[config.mk]
export PLATFORM = sky130hd
export DESIGN_NAME = wave_voice
export DESIGN_NICKNAME = d
export VERILOG_FILES = /design/src/rtl/wave_voice.sv
export SDC_FILE = /design/constraint.sdc
export NUM_CORES = 1
export LEC_CHECK = 0
export ABC_AREA = 0
export CAP_MARGIN = 20
export CORE_MARGIN = 4
export CORE_UTILIZATION = 45
export CTS_CLUSTER_DIAMETER = 30
export DETAILED_ROUTE_END_ITERATION = 10
export PLACE_DENSITY = 0.7
export REMOVE_ABC_BUFFERS = 1
export SETUP_SLACK_MARGIN = 0.2
export SLEW_MARGIN = 40
export SYNTH_ARGS = -nofsm -noshare
export SYNTH_HDL_FRONTEND = slang
export SYNTH_SLANG_ARGS = --single-unit
[constraint.sdc]
create_clock -name clk_i -period 5 [get_ports clk_i]
set_input_delay 0.75 -clock clk_i [delete_from_list [all_inputs] [get_ports clk_i]]
set_output_delay 0.75 -clock clk_i [all_outputs]
set_load 0.005 [all_outputs]
[src/rtl/wave_voice.sv]
// Oscillator voice: phase accumulator driving a saw/triangle/pulse/noise waveshaper.
// Mode and duty are latched only at a period start so waveform edits never glitch mid-cycle.
module wave_voice #(
    parameter int unsigned SAMPLE_W = 8,
    parameter int unsigned PHASE_W  = 16
) (
    input  logic                clk_i,
    input  logic                rst_i,
    input  logic                en_i,
    input  logic                sync_i,
    input  logic [PHASE_W-1:0]  freq_word_i,
    input  logic [1:0]          mode_i,
    input  logic [SAMPLE_W-1:0] duty_i,
    output logic [SAMPLE_W-1:0] sample_o,
    output logic                sample_valid_o,
    output logic                wrap_o
);

    localparam logic [1:0] ModeSaw   = 2'b00;
    localparam logic [1:0] ModeTri   = 2'b01;
    localparam logic [1:0] ModePulse = 2'b10;

    localparam logic [SAMPLE_W-1:0] SampleMax = {SAMPLE_W{1'b1}};
    localparam logic [SAMPLE_W-1:0] DutyInit  = {1'b1, {(SAMPLE_W-1){1'b0}}};
    localparam logic [15:0]         LfsrSeed  = 16'hACE1;

    logic [PHASE_W-1:0]  phase_q, phase_d;
    logic [1:0]          mode_q, mode_d;
    logic [SAMPLE_W-1:0] duty_q, duty_d;
    logic [15:0]         lfsr_q, lfsr_d;
    logic [SAMPLE_W-1:0] sample_q, sample_d;
    logic                valid_q, wrap_q;

    logic [PHASE_W:0]    sum;
    logic                carry;
    logic [SAMPLE_W-1:0] q;
    logic [SAMPLE_W-1:0] tri_t;

    always_comb begin
        sum     = {1'b0, phase_q} + {1'b0, freq_word_i};
        phase_d = sum[PHASE_W-1:0];
        carry   = sum[PHASE_W];
        if (sync_i) begin
            phase_d = '0;
            carry   = 1'b1;
        end

        mode_d = carry ? mode_i : mode_q;
        duty_d = carry ? duty_i : duty_q;
        lfsr_d = {lfsr_q[14:0], lfsr_q[15] ^ lfsr_q[13] ^ lfsr_q[12] ^ lfsr_q[10]};

        // Shaping uses the post-update phase/mode/duty/lfsr so the sample is one clock behind en.
        q     = phase_d[PHASE_W-1 -: SAMPLE_W];
        tri_t = {q[SAMPLE_W-2:0], 1'b0};
        case (mode_d)
            ModeSaw:   sample_d = q;
            ModeTri:   sample_d = q[SAMPLE_W-1] ? ~tri_t : tri_t;
            ModePulse: sample_d = (q < duty_d) ? SampleMax : '0;
            default:   sample_d = lfsr_d[SAMPLE_W-1:0];
        endcase
    end

    always_ff @(posedge clk_i) begin
        if (rst_i) begin
            phase_q  <= '0;
            mode_q   <= ModeSaw;
            duty_q   <= DutyInit;
            lfsr_q   <= LfsrSeed;
            sample_q <= '0;
            valid_q  <= 1'b0;
            wrap_q   <= 1'b0;
        end else if (en_i) begin
            phase_q  <= phase_d;
            mode_q   <= mode_d;
            duty_q   <= duty_d;
            lfsr_q   <= lfsr_d;
            sample_q <= sample_d;
            valid_q  <= 1'b1;
            wrap_q   <= carry;
        end else begin
            valid_q  <= 1'b0;
            wrap_q   <= 1'b0;
        end
    end

    assign sample_o       = sample_q;
    assign sample_valid_o = valid_q;
    assign wrap_o         = wrap_q;

endmodule

======== Word-level counts from Yosys, hierarchy flattened ========
Cells that the tools add are included.
operators by class
  magnitude comparators ................... 1
  muxes and demuxes ....................... 8
  reduce and logical (&&, ||, !) cells .... 2
  eq/ne operators ......................... 2
  bitwise logic cells ..................... 5
  $add $sub $neg .......................... 1
operators by type and width
  cell                                                                   count
  8-bit 2-to-1 mux                                                       3
  8-bit case mux with 3 select lines                                     1
  16-bit by 16-bit adder with 17-bit output                              1
  16-bit 2-to-1 mux                                                      1
  8-bit less-than comparator                                             1
  8-bit NOT                                                              1
  1-bit bitwise XOR                                                      3
  2-bit by 1-bit equality test with 1-bit output, second input constant  1
  2-bit equality test, second input constant                             1
  2-bit logical NOT                                                      1
  1-bit 2-to-1 mux                                                       2
  2-bit 2-to-1 mux                                                       1
  2-bit OR reduction                                                     1
  1-bit NOT                                                              1
word-level totals
  input bits .............................. 30
  output and inout bits ................... 10
  logic and storage cells ................. 26
  register bits ........................... 52

======== Depth between registers and ports, before layout ========
Gate-level depths: netlist of the first run.
  depth after elaboration ................. 6
  mapped depth ............................ 18
  depth with buffers taken out ............ 18

======== Worst setup path after synthesis of the first run ========
No wires, ideal clock.
  path type ............................... input to register
  from .................................... in freq_word_i[0]
  to ...................................... reg sample_q[1] (netlist: sample_o[1])
  cell stages on the path ................. 17
  path buffers ............................ 1
  required time ........................... 4.872 ns
  setup time .............................. 0.128 ns
  setup slack ............................. 0.629 ns
  arrival ................................. 4.243 ns
  cell sequence ........................... ha_1 -> inv_1 -> fa_1 -> nand2b_1 -> a21oi_1 -> o21ai_0 -> nand3_1 -> buf_2 -> mux2i_1 -> ha_1 -> and4_1 -> nand4_1 -> a2111oi_0 -> nor3_1 -> o21a_1 -> a221oi_1 -> a21oi_1
on the way
  longest elaborated chain between the ends .. 6
  elaborated cells between the ends (all ways) .. 13
  classes of those cells .................. 1 x add/sub; 1 x order compare; 2 x eq/ne; 7 x mux; 1 x bitwise; 1 x reduce/logical
ends and longest elaborated chain
  element                                        RTL line  text
  start, declared                                11        input logic [PHASE_W-1:0] freq_word_i,
  16-bit by 16-bit adder with 17-bit output (*)  40        sum = {1'b0, phase_q} + {1'b0, freq_word_i};
  1-bit 2-to-1 mux                               43        if (sync_i) begin
  8-bit 2-to-1 mux                               49        duty_d = carry ? duty_i : duty_q;
  8-bit less-than comparator                     58        ModePulse: sample_d = (q < duty_d) ? SampleMax : '0;
  8-bit 2-to-1 mux                               58
  8-bit case mux with 3 select lines (*)         55        case (mode_d)
  end signal, assigned                           77        sample_q <= sample_d;
  end, declared                                  31        logic [SAMPLE_W-1:0] sample_q, sample_d;
Mark *: on every way between the ends. The rest lies on a longest branch, timed or not.
A chain may end at the register's enable or synchronous reset.

======== Final worst setup path of the first run ========
  from .................................... in freq_word_i[6]
  to ...................................... reg sample_q[7] (netlist: sample_o[7])
on the way
  elaborated cells between the ends (all ways) .. 13
  classes of those cells .................. 1 x add/sub; 1 x order compare; 2 x eq/ne; 7 x mux; 1 x bitwise; 1 x reduce/logical
RTL lines
  element                                    RTL line  text
  16-bit by 16-bit adder with 17-bit output  40
  16-bit 2-to-1 mux                          43
  named net phase_d[13]                      27        logic [PHASE_W-1:0] phase_q, phase_d;
  8-bit less-than comparator                 58
  8-bit 2-to-1 mux                           58
  8-bit case mux with 3 select lines         55
The timed path passes the listed nets, and every way through them passes these cells.

==> flow_summary.yaml, run 1 <==
status:
  status: "finished, final reports clean"
clocking:
  cts_tree: "done"
  root_buffer: "clkbuf_8"
  path_clk_slew_ns: 0.10
  clock_path_buffers: 2
  h-tree-depth: 2
  cts_inserted_buffers: 5
  cts_hold_buf: 0
  clock_latency_ns: 0.32
  clock_sinks: 52
layout:
  drive_gt1_share_pct: 9.28
  final_util_pct: 55.9
  finalInstanceArea_um2: 4050
  fillCellCount: 688
  regArea_um2: 1040
  nets: 495
  multiInputGateArea_um2: 2240
  syn_to_final_growth_pct: 20.1
  diodes: 0
setup_path:
  crit_fanout: 7
  path_class: "input pin to flip-flop"
  cp_num_buf_inv: 1
  crit-reg2reg-launch: "phase_q[6]"
  cp-startpoint: "freq_word_i[6]"
  start_kind: "input pin"
  path_cells: "clkdlybuf4s50_1, ha_1, a21o_1, a221o_1, nor3_1, a21oi_1, a31oi_2, xor2_2, nor2_1, ha_1, and4_1, nand4_1, a2111oi_2, nor3_1, o21a_2, a211oi_1, o32ai_1"
  reg2reg_depth: 16
  crit_path_end_kind: "flip-flop"
  ff2ff_setup_slack_ns: 1.01
  slowest_stage: "clkdlybuf4s50_1"
  cp_top_family: "compound AO/OA/AOI/OAI gates"
  slowest_delay_ns: 0.40
  crit_required_ns: 5.19
  worstPathArrival_ns: 4.70
  r2r-end: "sample_o[7]"
logic_synthesis:
  synth_top_area_share_pct: 30.9
  postSynthCellCount: 397
  synth_cell_types: 57
  synth_common_cells: "nor2_1 (61), dfxtp_1 (52), mux2i_1 (29), a21oi_1 (24), ha_1 (23)"
  synthArstFlopShare_pct: 0
  syn_area_um2: 3370
  yosysTopAreaCell: "dfxtp_1"
  synthFlopType: "dfxtp_1"
  syn_avg_cell_area_um2: 8.50
  synth_area_leaders: "dfxtp_1 (31%), mux2i_1 (8.6%), ha_1 (8.5%), nor2_1 (6.8%), a21oi_1 (3.6%)"
  yosysSeqAreaShare_pct: 30.9
  synth_edf_count: 0
  yosys_warnings: 0
  synth_most_common_cell: "nor2_1"
  synth-seq-cells: 52
min_path:
  holdCritPathClass: "flip-flop to flip-flop"
  min_to: "lfsr_q[11]"
  min_from: "lfsr_q[11]"
  holdPathStages: 1
power:
  p_clk_share_pct: 24.2
  p_leak_nw: 1.73
  pwr-share-seq_pct: 44.2
  switching_share_pct: 32.7
  combinationalPowerShare_pct: 31.6
  ir_drop_v: 0.000138
  power_density_nw_per_um2: 259
  p_sw_w: 0.000343
  p_int_w: 0.000705
placement:
  gp_congestion: 0.891
  place_area_um2: 3910
  hpwl_um: 6010
  port_buffers: 39
sta:
  timing.slew.headroom_pct: 48.9
  finalCritPeriodShare_pct: 90.3
  max_freq_ghz: 0.221
  finClkSkew_ns: 0.0121
  final_max_slew_viol_count: 0
  setup_viol_count_final: 0
  rsz0062_at_grt: "false"
  fin_crit_ns: 4.52
  tightest_slew_ns: 0.765
  hold_viol: 0
floorplan:
  die_width_um: 94.6
  io_pins: 40
  fp.dieArea_um2: 8950
  core_region_area_um2: 7250
  die_y_um: 94.6
  start_util_pct: 46.5
  num_rows: 31
grt:
  track_usage_pct: 18.6
  first_global_vias: 2863
  met3_usage_pct: 3.11
  grt_pass1_wl_um: 13500
  use_met2_pct: 30.1
  grt_max_degree: 52
  grt_util_met1_pct: 25.5
  antenna_found_initial: 0
  overflow: 0
  busiest_layer: "met2"
detailed_routing:
  drc: 0
  first_pass_iters: 4
  drt-initial-drc-count: 108
  wl_per_cell_um: 15.1
  vias_per_cell: 5.66
  ant_nets: 0
  dr_total_vias: 3060
  drt-total-wl_um: 8190
run:
  drv_cap: 0
==> how the worst max path moves through the flow <==
| stage | cells after the start | slack, ns | to |
|---|---|---|---|
| 6_report | 17 | 0.48 | sample_o[7] |
| 5_1_grt | 17 | 0.22 | sample_o[7] |
| 4_1_cts | 15 | 0.22 | sample_o[7] |
| 3_5_place_dp | 15 | -0.09 | sample_o[7] |
| 3_3_place_gp | 18 | 0.08 | sample_o[6] |
| 2_1_floorplan | 16 | 0.55 | sample_o[1] |
==> kinds of logic after synthesis <==
logic type | Yosys count | share of synthesized area, %
buf+inv | 30 | 4.12
flops | 52 | 30.9
compound gates | 109 | 22.5
simple gates | 135 | 19.5
xor+xnor | 15 | 4.30
mux | 32 | 9.61
fa+ha+maj | 24 | 9.12
==> worst reg2reg max path, cell delays in order (launching register included) <==
cell       delay (ns)
dfxtp_1          0.33
ha_1             0.34
a21o_1           0.22
a221o_1          0.35
nor3_1           0.14
a21oi_1          0.14
a31oi_2          0.28
xor2_2           0.21
nor2_1           0.10
ha_1             0.30
and4_1           0.21
nand4_1          0.18
a2111oi_2        0.36
nor3_1           0.12
o21a_2           0.26
a211oi_1         0.21
o32ai_1          0.12
==> sequential cells by signal, indices dropped and copies added, names as in the netlist <==
name and count:
lfsr_q 16, phase_q 16, duty_q 8, sample_o 8, mode_q 2, sample_valid_o 1
wrap_o 1
==> layout make-up <==
class	instances	share of cell area (%)
multi-input cells	315	55.3
clock buffers	5	1.70
repair buffers	55	12.6
well taps	99	3.06
flip-flops and latches	52	25.7
inverters	12	1.11
clock inverters	3	0.525
==> cells in the final DEF, fill, tap and decap left out, types with 12 or more instances in the layout <==
cell type	instances
buf_4	16
nor2_1	61
mux2i_1	29
nand2_1	17
dfxtp_1	52
ha_1	20
clkdlybuf4s50_1	39
o21ai_0	14
a21oi_1	22
inv_1	12
==> power by group through the flow <==
stage | registers (W) | logic [W] | clock network, W
floorplan | 0.000469 | 0.000204 | 0
global placement | 0.000473 | 0.000315 | 0
detailed placement | 0.000473 | 0.000320 | 0
CTS | 0.000464 | 0.000322 | 0.000262
global route | 0.000468 | 0.000367 | 0.000277
finish | 0.000464 | 0.000331 | 0.000254
==> routing by layer <==
metal,vias to the layer above,part of all wire (%)
met5,-,0
met4,0,1.7
met3,10,3.9
met2,56,46
met1,1455,48
li1,1539,-
==> repair_timing <==
| action | CTS | global route |
|---|---|---|
| setup buffers | 0 | 1 |
| endpoints found under the setup margin | 0 | 8 |
| gates resized for setup | 0 | 14 |
| hold endpoints to repair | 0 | 0 |
==> stage by stage <==
| stage | instances | power, W | hold slack (ns) | TNS, ns | setup slack [ns] |
|---|---|---|---|---|---|
| floorplan | 379 | 0.000674 | 0.438 | 0 | 0.548 |
| detailed placement | 532 | 0.000793 | 0.456 | -0.361 | -0.0925 |
| global route | 541 | 0.00111 | 0.499 | 0 | 0.222 |
| CTS | 540 | 0.00105 | 0.479 | 0 | 0.223 |
| global placement | 532 | 0.000787 | 0.444 | 0 | 0.0769 |
| finish | 541 | 0.00105 | 0.479 | 0 | 0.484 |
No activity file was read; power rests on OpenSTA's default activity.
==> inputs of run 2 (changes only) <==
- CORE_UTILIZATION: 45 -> 56
- PLACE_DENSITY: 0.7 -> 0.83
==> run 2 against run 1 <==
Compared with the run above:
- non-clock buffer count is 3 lower
- first-iteration DRC count is 110% higher
- sequential share of layout area is 0.30 points higher
- total power is 0.60% higher
- die area is 18% lower
- register-to-register slack better by 0.03 ns
- sequential power hardly changed
- worst setup slack better by 0.029 ns
- clock skew is 0.0040 ns lower
- design area is 1.1% lower
- critical path type unchanged
- largest cell class unchanged
- largest power group unchanged
==> flow_summary.yaml, run 2 (synthesis results as in run 1) <==
setup_path:
  slowest_delay_ns: 0.44
  worstPathArrival_ns: 4.73
  r2r-end: "sample_o[5]"
  crit-reg2reg-launch: "phase_q[12]"
  ff2ff_setup_slack_ns: 1.04
  path_cells: "clkdlybuf4s50_1, ha_1, nand4_1, a2111oi_1, o21ai_0, nand3_1, buf_12, mux2i_1, ha_1, a21o_1, a21o_1, a221o_1, nor3_1, o21a_1, nor2_1, a31oi_1"
  crit_fanout: 17
  slowest_stage: "ha_1"
  cp.depth: 16
  cp_num_buf_inv: 2
  start_kind: "input pin"
  path_class: "input pin to flip-flop"
  cp-startpoint: "freq_word_i[12]"
  crit_required_ns: 5.25
  reg2reg_depth: 15
  crit_end: "sample_o[5]"
  cp_top_family: "compound AO/OA/AOI/OAI gates"
  crit_path_end_kind: "flip-flop"
layout:
  nets: 492
  final_common_cell: "nor2_1"
  fillCellCount: 472
  reg.largest.list: "lfsr_q (16), phase_q (16)"
  regArea_um2: 1040
  instances_no_fill: 514
  finalInstanceArea_um2: 4010
  diodes: 0
  multiInputGateArea_um2: 2230
  final_cell_mix: "nor2_1 (61), dfxtp_1 (52), clkdlybuf4s50_1 (39)"
  syn_to_final_growth_pct: 18.7
  drive_gt1_share_pct: 7.97
floorplan:
  core_region_area_um2: 5890
  start_util_pct: 57.3
  io_pins: 40
  die_y_um: 85.6
  die_width_um: 85.6
  num_rows: 28
  fp.dieArea_um2: 7330
run:
  drv_cap: 0
sta:
  tightest_slew_ns: 0.600
  final_max_slew_viol_count: 0
  finClkSkew_ns: 0.00814
  timing.slew.headroom_pct: 59.9
  fin_crit_ns: 4.49
  hold_viol: 0
  setup_viol_count_final: 0
  max_freq_ghz: 0.223
  rsz0062_at_grt: "false"
  finalCritPeriodShare_pct: 89.7
grt:
  antenna_found_initial: 0
  grt_pass1_wl_um: 13500
  first_global_vias: 2836
  overflow: 0
  track_usage_pct: 22.6
  grt_max_degree: 52
min_path:
  holdPathStages: 2
  holdCritPathClass: "flip-flop to flip-flop"
status:
  status: "finished, final reports clean"
placement:
  port_buffers: 39
  place_inst: 506
  place_area_um2: 3870
  hpwl_um: 6170
  gp_congestion: 0.918
clocking:
  path_clk_slew_ns: 0.11
  clock_sinks: 52
  clock_path_buffers: 2
  cts_inserted_buffers: 5
  h-tree-depth: 2
  clock_latency_ns: 0.31
  root_buffer: "clkbuf_8"
  cts_tree: "done"
detailed_routing:
  drc: 0
  vias_per_cell: 6.02
  drt-total-wl_um: 8250
  ant_nets: 0
  dr_total_vias: 3094
  wl_per_cell_um: 16.1
  drt-initial-drc-count: 226
  first_pass_iters: 6
power:
  p_leak_nw: 1.72
  ir_drop_v: 0.000178
  power_density_nw_per_um2: 263
==> run 2: final cells by class <==
cell class                      count  share of cell area [%]
Sequential cell                    52                    26.0
Tap cell                           75                    2.34
Inverter                           12                    1.12
Clock buffer                        5                    1.72
Timing Repair Buffer               52                    12.5
Multi-Input combinational cell    315                    55.7
Clock inverter                      3                   0.625
==> run 2: how the worst min path moves through the flow <==
| stage | from | slack (ns) | to |
|---|---|---|---|
| after global placement | lfsr_q[14] | 0.44 | lfsr_q[15] |
| after global routing | lfsr_q[7] | 0.50 | lfsr_q[7] |
| after floorplan | duty_q[7] | 0.44 | duty_q[7] |
| final | phase_q[5] | 0.48 | phase_q[5] |
| after detailed placement | lfsr_q[14] | 0.46 | lfsr_q[15] |
| after CTS | phase_q[5] | 0.48 | phase_q[5] |
==> run 2: layer usage <==
layer | track usage [%] | vias up | share of wire [%]
li1 | - | 1531 | -
met1 | 31.6 | 1458 | 48
met2 | 36.2 | 96 | 45
met3 | 3.75 | 9 | 5.8
met4 | 6.04 | 0 | 1.1
met5 | 0 | - | 0
==> run 2: worst min-delay path: stages (launching register included) <==
cell,delay (ns)
dfxtp_1,0.33
nand2_1,0.06
a21oi_1,0.05
==> run 2: stage by stage <==
stage / utilization [%] / power [W] / hold WS [ns] / setup WS [ns] / setup TNS [ns]
final: 68.0 / 0.00106 / 0.478 / 0.513 / 0
after global routing: 68.0 / 0.00111 / 0.496 / 0.202 / 0
after CTS: 67.4 / 0.00105 / 0.477 / 0.323 / 0
after detailed placement: 65.8 / 0.000796 / 0.458 / -0.00197 / -0.00282
after global placement: 65.8 / 0.000788 / 0.442 / 0.120 / 0
after floorplan: - / 0.000674 / 0.438 / 0.548 / 0
==> run 2: report_power, final <==
part           switching [W]  internal [W]  leakage [nW]  total (W)
Clock               0.000156      0.000102        0.0452   0.000258
Combinational       0.000173      0.000161          1.25   0.000333
Sequential         0.0000192      0.000445         0.428   0.000464
Total               0.000348      0.000708          1.72    0.00106
==> run 2: timing repair <==
item                                    4_1_cts  5_1_grt
setup buffers                                 0        0
hold buffers                                  0        0
endpoints found under the setup margin        0        7
resized for setup                             0       12
